[src/rtl/net_config_controller.sv]
// Config/routing-table controller: captures a config beat and table from host or network,
// streams the table to the routing-table port, acks, and as master distributes and collects slave acks.
// Optional WAIT_ACK timeout is built in when CFG_ACK_TIMEOUT_EN is defined.
module net_config_controller #(
    parameter int TABLE_WORDS     = 4,
    parameter int DEVICE_ID_WIDTH = 10,
    parameter int ACK_TIMEOUT     = 65536
) (
    input  logic                          clk,
    input  logic                          rst_n,
    input  logic                          host_in_valid,
    input  logic                          host_in_last,
    input  logic [127:0]                  host_in_data,
    output logic                          host_in_ready,
    output logic                          host_out_valid,
    output logic                          host_out_last,
    output logic [127:0]                  host_out_data,
    input  logic                          host_out_ready,
    input  logic                          net_rx_valid,
    input  logic                          net_rx_last,
    input  logic [15:0]                   net_rx_addr,
    input  logic [127:0]                  net_rx_data,
    output logic                          net_rx_ready,
    output logic                          net_tx_valid,
    output logic                          net_tx_last,
    output logic [15:0]                   net_tx_addr,
    output logic [127:0]                  net_tx_data,
    input  logic                          net_tx_ready,
    output logic                          rt_we,
    output logic [$clog2(4*TABLE_WORDS)-1:0] rt_addr,
    output logic [31:0]                   rt_word,
    output logic [127:0]                  cfg_word,
    output logic [15:0]                   net_size,
    output logic [DEVICE_ID_WIDTH-1:0]    device_id,
    output logic [3:0]                    state,
    output logic                          programmed,
    output logic                          error
);
    localparam int AW = $clog2(4*TABLE_WORDS);
    localparam int IW = (TABLE_WORDS > 1) ? $clog2(TABLE_WORDS) : 1;
    localparam int BW = $clog2(TABLE_WORDS + 1);

    localparam logic [3:0] ST_IDLE      = 4'd0;
    localparam logic [3:0] ST_RCV_TABLE = 4'd1;
    localparam logic [3:0] ST_FILL      = 4'd2;
    localparam logic [3:0] ST_ACK_1     = 4'd3;
    localparam logic [3:0] ST_ACK_2     = 4'd4;
    localparam logic [3:0] ST_DIST      = 4'd5;
    localparam logic [3:0] ST_WAIT_ACK  = 4'd6;
    localparam logic [3:0] ST_DONE      = 4'd7;
    localparam logic [3:0] ST_ERROR     = 4'd8;

    if (TABLE_WORDS < 1) begin : g_bad_table
        $error("TABLE_WORDS must be at least 1");
    end
    if (ACK_TIMEOUT < 1) begin : g_bad_timeout
        $error("ACK_TIMEOUT must be at least 1");
    end

    logic [3:0]    r_state;
    logic [127:0]  r_cfg_word;
    logic          r_master;
    logic          r_src_host;
    logic [15:0]   r_master_addr;
    logic [127:0]  r_table [TABLE_WORDS];
    logic [BW-1:0] r_beat_cnt;
    logic [AW-1:0] r_wcnt;
    logic [15:0]   r_ack_cnt;
    logic          r_first;
    logic [15:0]   r_dist_addr;
    logic          r_resp_pending;
    logic [127:0]  r_resp_data;

    logic [7:0]    w_nf;
    logic [BW-1:0] w_n;
    logic [AW-1:0] w_last_waddr;
    logic [127:0]  w_rd_beat;
    logic [15:0]   w_first_addr;
    logic          w_in_fire;
    logic [127:0]  w_in_data;
    logic          w_ack_fire;

    assign cfg_word   = r_cfg_word;
    assign net_size   = r_cfg_word[15:0];
    assign device_id  = r_cfg_word[16 +: DEVICE_ID_WIDTH];
    assign state      = r_state;
    assign programmed = (r_state == ST_DONE);

    // Table length clamped into 1..TABLE_WORDS.
    always_comb begin
        w_nf = r_cfg_word[103:96];
        if (w_nf == 8'd0)
            w_n = BW'(1);
        else if (32'(w_nf) > TABLE_WORDS)
            w_n = BW'(TABLE_WORDS);
        else
            w_n = BW'(w_nf);
    end

    assign w_last_waddr = AW'({w_n, 2'b00} - 1'b1);
    assign w_rd_beat    = r_table[IW'(r_wcnt >> 2)];
    assign w_first_addr = 16'({2'b00, host_in_data[16 +: DEVICE_ID_WIDTH], 4'h0});
    assign w_in_fire    = r_src_host ? (host_in_valid & host_in_ready) : (net_rx_valid & net_rx_ready);
    assign w_in_data    = r_src_host ? host_in_data : net_rx_data;
    assign w_ack_fire   = r_src_host ? (host_out_valid & host_out_ready) : (net_tx_valid & net_tx_ready);

    // Every stream holds valid/data/last steady while ready is low because all
    // outputs are decoded from registered state, except DIST which is a pure pass-through.
    always_comb begin
        host_in_ready  = 1'b0;
        net_rx_ready   = 1'b0;
        host_out_valid = 1'b0;
        host_out_last  = 1'b0;
        host_out_data  = '0;
        net_tx_valid   = 1'b0;
        net_tx_last    = 1'b0;
        net_tx_addr    = '0;
        net_tx_data    = '0;
        rt_we          = 1'b0;
        rt_addr        = r_wcnt;
        rt_word        = w_rd_beat[{r_wcnt[1:0], 5'b0} +: 32];
        case (r_state)
            ST_IDLE: begin
                host_in_ready = 1'b1;
                net_rx_ready  = 1'b1;
            end
            ST_RCV_TABLE: begin
                host_in_ready = r_src_host;
                net_rx_ready  = ~r_src_host;
            end
            ST_FILL: rt_we = 1'b1;
            ST_ACK_1, ST_ACK_2: begin
                if (r_src_host) begin
                    host_out_valid = 1'b1;
                    host_out_last  = (r_state == ST_ACK_2);
                    host_out_data  = 128'(device_id);
                end else begin
                    net_tx_valid = 1'b1;
                    net_tx_last  = (r_state == ST_ACK_2);
                    net_tx_addr  = r_master_addr;
                    net_tx_data  = 128'(device_id);
                end
            end
            ST_DIST: begin
                net_tx_valid  = host_in_valid;
                net_tx_last   = host_in_last;
                net_tx_data   = host_in_data;
                net_tx_addr   = r_first ? w_first_addr : r_dist_addr;
                host_in_ready = net_tx_ready;
            end
            ST_WAIT_ACK: begin
                net_rx_ready   = ~r_resp_pending;
                host_out_valid = r_resp_pending;
                host_out_last  = 1'b1;
                host_out_data  = r_resp_data;
            end
            ST_ERROR: begin
                host_out_valid = r_resp_pending;
                host_out_last  = 1'b1;
                host_out_data  = r_resp_data;
            end
            default: ;
        endcase
        if (!rst_n) begin
            host_in_ready = 1'b0;
            net_rx_ready  = 1'b0;
        end
    end

`ifdef CFG_ACK_TIMEOUT_EN
    logic [31:0] r_timer;
    logic        r_error;
    assign error = r_error;
`else
    assign error = 1'b0;
`endif

    always_ff @(posedge clk or negedge rst_n) begin
        if (!rst_n) begin
            r_state        <= ST_IDLE;
            r_cfg_word     <= '0;
            r_master       <= 1'b0;
            r_src_host     <= 1'b0;
            r_master_addr  <= '0;
            r_beat_cnt     <= '0;
            r_wcnt         <= '0;
            r_ack_cnt      <= '0;
            r_first        <= 1'b0;
            r_dist_addr    <= '0;
            r_resp_pending <= 1'b0;
            r_resp_data    <= '0;
            for (int i = 0; i < TABLE_WORDS; i++) r_table[i] <= '0;
`ifdef CFG_ACK_TIMEOUT_EN
            r_timer        <= '0;
            r_error        <= 1'b0;
`endif
        end else begin
            case (r_state)
                ST_IDLE: begin
                    r_beat_cnt <= '0;
                    if (host_in_valid) begin
                        r_cfg_word <= host_in_data;
                        r_master   <= host_in_data[112];
                        r_src_host <= 1'b1;
                        r_state    <= ST_RCV_TABLE;
                    end else if (net_rx_valid) begin
                        r_cfg_word    <= net_rx_data;
                        r_master      <= 1'b0;
                        r_src_host    <= 1'b0;
                        r_master_addr <= net_rx_addr;
                        r_state       <= ST_RCV_TABLE;
                    end
                end
                ST_RCV_TABLE: begin
                    if (w_in_fire) begin
                        r_table[IW'(r_beat_cnt)] <= w_in_data;
                        r_beat_cnt <= r_beat_cnt + 1'b1;
                        if (r_beat_cnt == w_n - 1'b1) begin
                            r_wcnt  <= '0;
                            r_state <= ST_FILL;
                        end
                    end
                end
                ST_FILL: begin
                    r_wcnt <= r_wcnt + 1'b1;
                    if (r_wcnt == w_last_waddr) r_state <= ST_ACK_1;
                end
                ST_ACK_1: if (w_ack_fire) r_state <= ST_ACK_2;
                ST_ACK_2: begin
                    if (w_ack_fire) begin
                        r_ack_cnt <= 16'd1;
                        r_first   <= 1'b1;
                        r_state   <= (r_master && (net_size > 16'd1)) ? ST_DIST : ST_DONE;
                    end
                end
                ST_DIST: begin
                    if (host_in_valid && host_in_ready) begin
                        if (r_first) r_dist_addr <= w_first_addr;
                        r_first <= host_in_last;
                        if (host_in_last) begin
                            r_state <= ST_WAIT_ACK;
`ifdef CFG_ACK_TIMEOUT_EN
                            r_timer <= '0;
`endif
                        end
                    end
                end
                ST_WAIT_ACK: begin
                    if (r_resp_pending) begin
                        if (host_out_ready) begin
                            r_resp_pending <= 1'b0;
                            r_state <= (r_ack_cnt == net_size) ? ST_DONE : ST_DIST;
                        end
                    end else if (net_rx_valid) begin
`ifdef CFG_ACK_TIMEOUT_EN
                        r_timer <= '0;
`endif
                        if (net_rx_last) begin
                            r_resp_pending <= 1'b1;
                            r_resp_data    <= {112'b0, net_rx_addr};
                            if (r_ack_cnt != 16'hFFFF) r_ack_cnt <= r_ack_cnt + 16'd1;
                        end
                    end
`ifdef CFG_ACK_TIMEOUT_EN
                    else if (r_timer == 32'(ACK_TIMEOUT - 1)) begin
                        r_error        <= 1'b1;
                        r_resp_pending <= 1'b1;
                        r_resp_data    <= 128'hFFFF;
                        r_state        <= ST_ERROR;
                    end else begin
                        r_timer <= r_timer + 32'd1;
                    end
`endif
                end
                ST_ERROR: if (r_resp_pending && host_out_ready) r_resp_pending <= 1'b0;
                ST_DONE: ;
                default: r_state <= ST_IDLE;
            endcase
        end
    end

endmodule
[config.mk]
export PLATFORM = sky130hd
export DESIGN_NAME = net_config_controller
export DESIGN_NICKNAME = d
export VERILOG_FILES = /design/src/rtl/net_config_controller.sv
export SDC_FILE = /design/constraint.sdc
export NUM_CORES = 1
export LEC_CHECK = 0
export CORE_AREA = 2 2 292 294
export DETAILED_ROUTE_END_ITERATION = 10
export DIE_AREA = 0 0 294 296
export PLACE_DENSITY = 0.68
export REMOVE_ABC_BUFFERS = 1
export SETUP_SLACK_MARGIN = 0.02
export SLEW_MARGIN = 0
export SYNTH_ARGS = -nofsm -noshare
export SYNTH_HDL_FRONTEND = slang
export SYNTH_SLANG_ARGS = --single-unit
[constraint.sdc]
create_clock -name clk -period 4.5 [get_ports clk]
set_input_delay 0.9 -clock clk [delete_from_list [all_inputs] [get_ports clk]]
set_output_delay 0.9 -clock clk [all_outputs]
set_load 0.02 [all_outputs]
== Word-level counts from Yosys, hierarchy flattened ==
Index checks and enable logic that the tools add are counted.

* Bits in registers: 719
* Latch bits: 0
* Memory bits (writable): 0
* Memory bits (read-only): 0
* Input bits: 280
* Output and inout bits: 475
* Word-level logic and storage cells: 160
* Memories: 0

* Add/sub/neg operators: 5
* $mul: 0
* Divide/modulo/power cells: 0
* $lt $le $gt $ge: 5
* Equal/unequal tests: 27
* Shifts and indexed selects: 1
* Muxes and demuxes: 70
* Bitwise logic cells: 10
* Reduce and logical (&&, ||, !) cells: 26

{| class="wikitable"
|+ Operators with widths
! operator !! count
|-
| 128-bit 2-to-1 mux || 6
|-
| 512-bit bitwise mux || 1
|-
| 128-bit binary-select mux with 2-bit select || 1
|-
| 128-bit demux with 2-bit select || 1
|-
| 128-bit case mux with 2 select lines || 1
|-
| 128-bit by 8-bit variable part select with 32-bit output || 1
|-
| 16-bit 2-to-1 mux || 7
|-
| 16-bit case mux with 2 select lines || 3
|-
| 4-bit 2-to-1 mux || 13
|-
| 4-bit case mux with 8 select lines || 1
|-
| 2-bit != test, second input constant || 14
|-
| 10-bit 2-to-1 mux || 2
|-
| 1-bit 2-to-1 mux || 19
|-
| 16-bit by 1-bit adder with 16-bit output, second input constant || 1
|-
| 16-bit equality test || 1
|-
| 4-bit by 3-bit equality test with 1-bit output, second input constant || 4
|-
| 16-bit by 1-bit greater-than comparator with 1-bit output, second input constant || 1
|-
| 16-bit != test, second input constant || 1
|-
| 1-bit case mux with 2 select lines || 6
|-
| 2-bit nonzero test || 6
|-
| 11-bit AND reduction || 1
|-
| 2-bit AND reduction || 5
|-
| 3-bit 2-to-1 mux || 3
|-
| 3-bit AND reduction || 3
|-
| 26 further kinds || 42
|}

== Longest topological paths before layout ==
* Word-level depth: 8
* Gate-level depth with buffers: 11
* Gate-level depth less buffers: 10

== Worst setup path after synthesis ==
No wires, ideal clock.

* Path kind: reg-to-output
* From: reg r_wcnt[2] (netlist: rt_addr[2])
* To: out rt_word[0]
* Arrival time: 2,495 ps
* Data required time: 3,600 ps
* Setup slack: 1,105 ps
* Cell stages (with the launch flop): 6
* Buffers on the path: 3
* Cell sequence: dfrtp_1 clkbuf_1 buf_2 buf_1 mux4_2 mux4_2

* Longest elaborated chain between the ends: 5

{| class="wikitable"
|+ Ends and longest elaborated chain
! element !! RTL line !! source
|-
| start, declared || 67 || <nowiki>logic [AW-1:0] r_wcnt;</nowiki>
|-
| start signal, assigned || 225 || <nowiki>r_wcnt <= r_wcnt + 1'b1;</nowiki>
|-
| 2-bit NOT with 3-bit output (not written as such) || 101 || <nowiki>assign w_rd_beat = r_table[IW'(r_wcnt >> 2)];</nowiki>
|-
| 128-bit binary-select mux with 2-bit select || 101 ||
|-
| 128-bit 2-to-1 mux (not written as such) (2 in series) || 101 ||
|-
| 128-bit by 8-bit variable part select with 32-bit output || 121 || <nowiki>rt_word = w_rd_beat[{r_wcnt[1:0], 5'b0} +: 32];</nowiki>
|-
| end, declared || 31 || <nowiki>output logic [31:0] rt_word,</nowiki>
|}

No other way between the ends. The select of a mux whose other input is x is not followed.

== Final worst setup path ==
* From: reg r_wcnt[3] (netlist: rt_addr[3])
* To: out rt_word[23]

Same word-level chain as after synthesis.

==> metrics <==
status=complete, no violations; Max VDD drop=roughly 0.25 mV; clk_lat worst skew=~0.63 ns; Pleak=around 0.019 uW; Mean Syn Cell Area=10.7 sq um; post-synth design cell area=approximately 0.035 sq mm; filler instances=around 7400; Max FO, Critical Path=42; post-synthesis xor/xnor area fraction=0.904%; # port buffers=640; Power Density=394 mW/mm^2; Rows=107; Synth area leader=dfrtp_1; Crit Path Category=reg -> out; Placer Congestion=0.853; crit-path cells=buf_4 -> mux4_2 -> mux4_2 -> clkdlybuf4s50_1; Adder-Cell Fraction of Synth Area=0.251%; largest family of logic cells by synthesized area=multiplexers; Worst EP arrival=3.36 ns; CP required=around 3.6 ns; crit path launch type=register; Routed Antenna Nets=0; Post-synth top cells=dfrtp_1 (718), nand2_1 (553), o21ai_0 (531); post-CTS setup buffers=0; dpl cells=4794; first-pass GRT wire length=between 150 and 200 mm; DR vias/cell=5.25; EDFF count, synth=0; Final Cycle Share=a little over nine tenths; Max Fclk=235 MHz; WHS=0.199 ns; DRT Pass-1 Iters=5; RSZ-0062 raised after global routing=no; Slew @ Worst Pin=0.971 ns; layout cells sized above 1=~12%; CTS tree=built; Crit-path slowest cell=dfrtp_4; Synth Flop Type=dfrtp_1; # IOs=755; Final Max Tran Viols=0; H-tree depth=3; vias in the first global route=around 26000; Post-CTS Resized=0; crit path buf inv count=2; Setup crit end kind=output pin; final wirelength=between 100 and 150 mm; GR Overflow Total=0; most used cell, CP=mux4_2; DRT iter0 DRCs=1659; CTS max path bufs=3; largest net degree at the start of global routing=184; max cap viols=0; Die X=294 microns; most frequent cell after synthesis=dfrtp_1; Final Hold Vio Count=0; Worst path top cell family by delay=buffers and inverters; Seq/Total Area, Yosys=51.5%; CTS Hold Bufs=0; Syn Inst Count=3255; Detailed Place HPWL=71.9 mm; Yosys reg bits=718; Netlist cell types=54; Worst slew margin=roughly a third; clock slew at reported path FFs=0.06 ns; Initial Utilization=41.4%; Post-route DRC=0; simple-gate share of the synthesized area=11.3%; post-synthesis compound-gate area fraction=~11%; mux cell area share after synthesis=19.4%; Avg WL per Cell=~21 microns; slowest stage delay, CP=0.96 ns; final setup violation count=0; CTS Root Cell=clkbuf_16; synth warn=0; Hold/Removal Path Class=in -> async; largest cells by area after synthesis=dfrtp_1 (52%), mux4_2 (10%), mux2i_1 (7.7%); CTS Buf Count=79; Final Non-Filler Cells=4940; antenna violations before repair=6; die area=0.0870 sq mm; vias=25900; Die Span Y=296 microns; post-synth top area share=51.5%; nets@finish=~4000; Area growth syn-to-layout=28.5%; clock sinks=718; post-layout min period=4.26 ns; Clock Skews=0.0201 ns; Placeable Area=0.0842 sq mm; FFs w/ async S/R, synth=100%; Tot GR Track Use=23.3%
per-stage QoR:
step / cell area, sq um / TNS [ns] / setup WS (ns) / total power [uW] / util [%]
floorplan: 33300 / -3037.52 / -4.89 / 8770 / -
global placement: 42000 / 0 / 0.627 / 10900 / 49.9
detailed placement: 42000 / 0 / 0.693 / 10900 / 49.9
CTS: 44800 / 0 / 0.189 / 17800 / 53.2
global route: 44800 / 0 / 0.127 / 18400 / 53.2
finish: 44800 / 0 / 0.242 / 17700 / 53.2
cell usage in the layout, fill, tap and decap left out, types with 11 or more instances in the layout:
cell type / netlist / routed
mux2_2: 42 / 42
mux2i_1: 268 / 268
nand2_1: 553 / 549
clkdlybuf4s50_1: 0 / 638
and2_1: 132 / 132
xor2_1: 12 / 12
mux4_2: 160 / 160
buf_12: 0 / 22
dfrtp_1: 718 / 713
clkbuf_16: 0 / 81
buf_4: 140 / 57
o21ai_0: 531 / 531
a21oi_1: 135 / 135
nor2_1: 163 / 160
nand4_1: 11 / 11
conb_1: 1 / 114
clkbuf_8: 0 / 22
xnor2_1: 24 / 24
a22o_1: 28 / 28
sequential cells by signal, indices dropped and copies added (netlist names):
register,cells
r_ack_cnt,16
rt_addr,4
r_resp_pending,1
r_master,1
r_src_host,1
r_first,1
cfg_word,128
state,3
r_table,512
r_master_addr,16
r_resp_data,16
r_beat_cnt,3
r_dist_addr,16
final cells by class:
| type | count | area, sq um | share of cell area, % |
|---|---|---|---|
| sequential | 718 | 18000 | 40.1 |
| multi-input combinational | 2257 | 15400 | 34.3 |
| inverter | 10 | 37.5 | 0.0837 |
| clock inverter | 33 | 428 | 0.955 |
| tap | 1090 | 1360 | 3.04 |
| timing repair buffer | 719 | 7280 | 16.2 |
| clock buffer | 112 | 2350 | 5.25 |
| antenna | 1 | 2.50 | 0.00558 |
cell families after synthesis:
kind of cell               Yosys count
AOI/OAI and AO/OA                  719
muxes                              471
adders and majority gates            7
xor gates and xnor gates            36
and+or+nand+nor                    910
other                                1
buffers and inverters              393
DFF                                718
worst reg2reg max path, stage by stage, from the launching register on:
cell       delay (ns)
dfrtp_1          0.38
buf_4            0.21
and3b_1          0.85
buf_4            0.27
nand4b_1         0.19
a2111oi_1        0.86
nand4_1          0.21
xor2_1           0.18
nor2_1           0.10
where the power goes:
group | switching, uW | leakage [uW] | internal [uW]
clock network | 2770 | 0.00135 | 4080
registers | 228 | 0.00969 | 6690
logic | 2130 | 0.00804 | 1760
total | 5130 | 0.0191 | 12500
worst paths after layout:
check	start	to	slack, ns	cells after the start
hold / removal	rst_n	cfg_word[38]	0.20	1
min in group clk	r_table[266]	r_table[266]	0.47	2
setup / recovery	rt_addr[3]	rt_word[23]	0.24	4
max in group asynchronous	rst_n	r_table[410]	2.12	3
setup reg to reg	state[0]	r_ack_cnt[13]	1.17	8
hold reg to reg	r_table[266]	r_table[266]	0.47	2
per-layer routing:
metal / track usage [%] / part of all wire, % / up-vias
met4: 7.08 / 2.5 / 8
met5: 0 / 0.050 / -
met3: 4.42 / 5.9 / 140
met2: 36.9 / 47 / 728
met1: 32.8 / 45 / 12900
li1: - / - / 12200
Note: power is estimated with default switching activity, not from simulation.
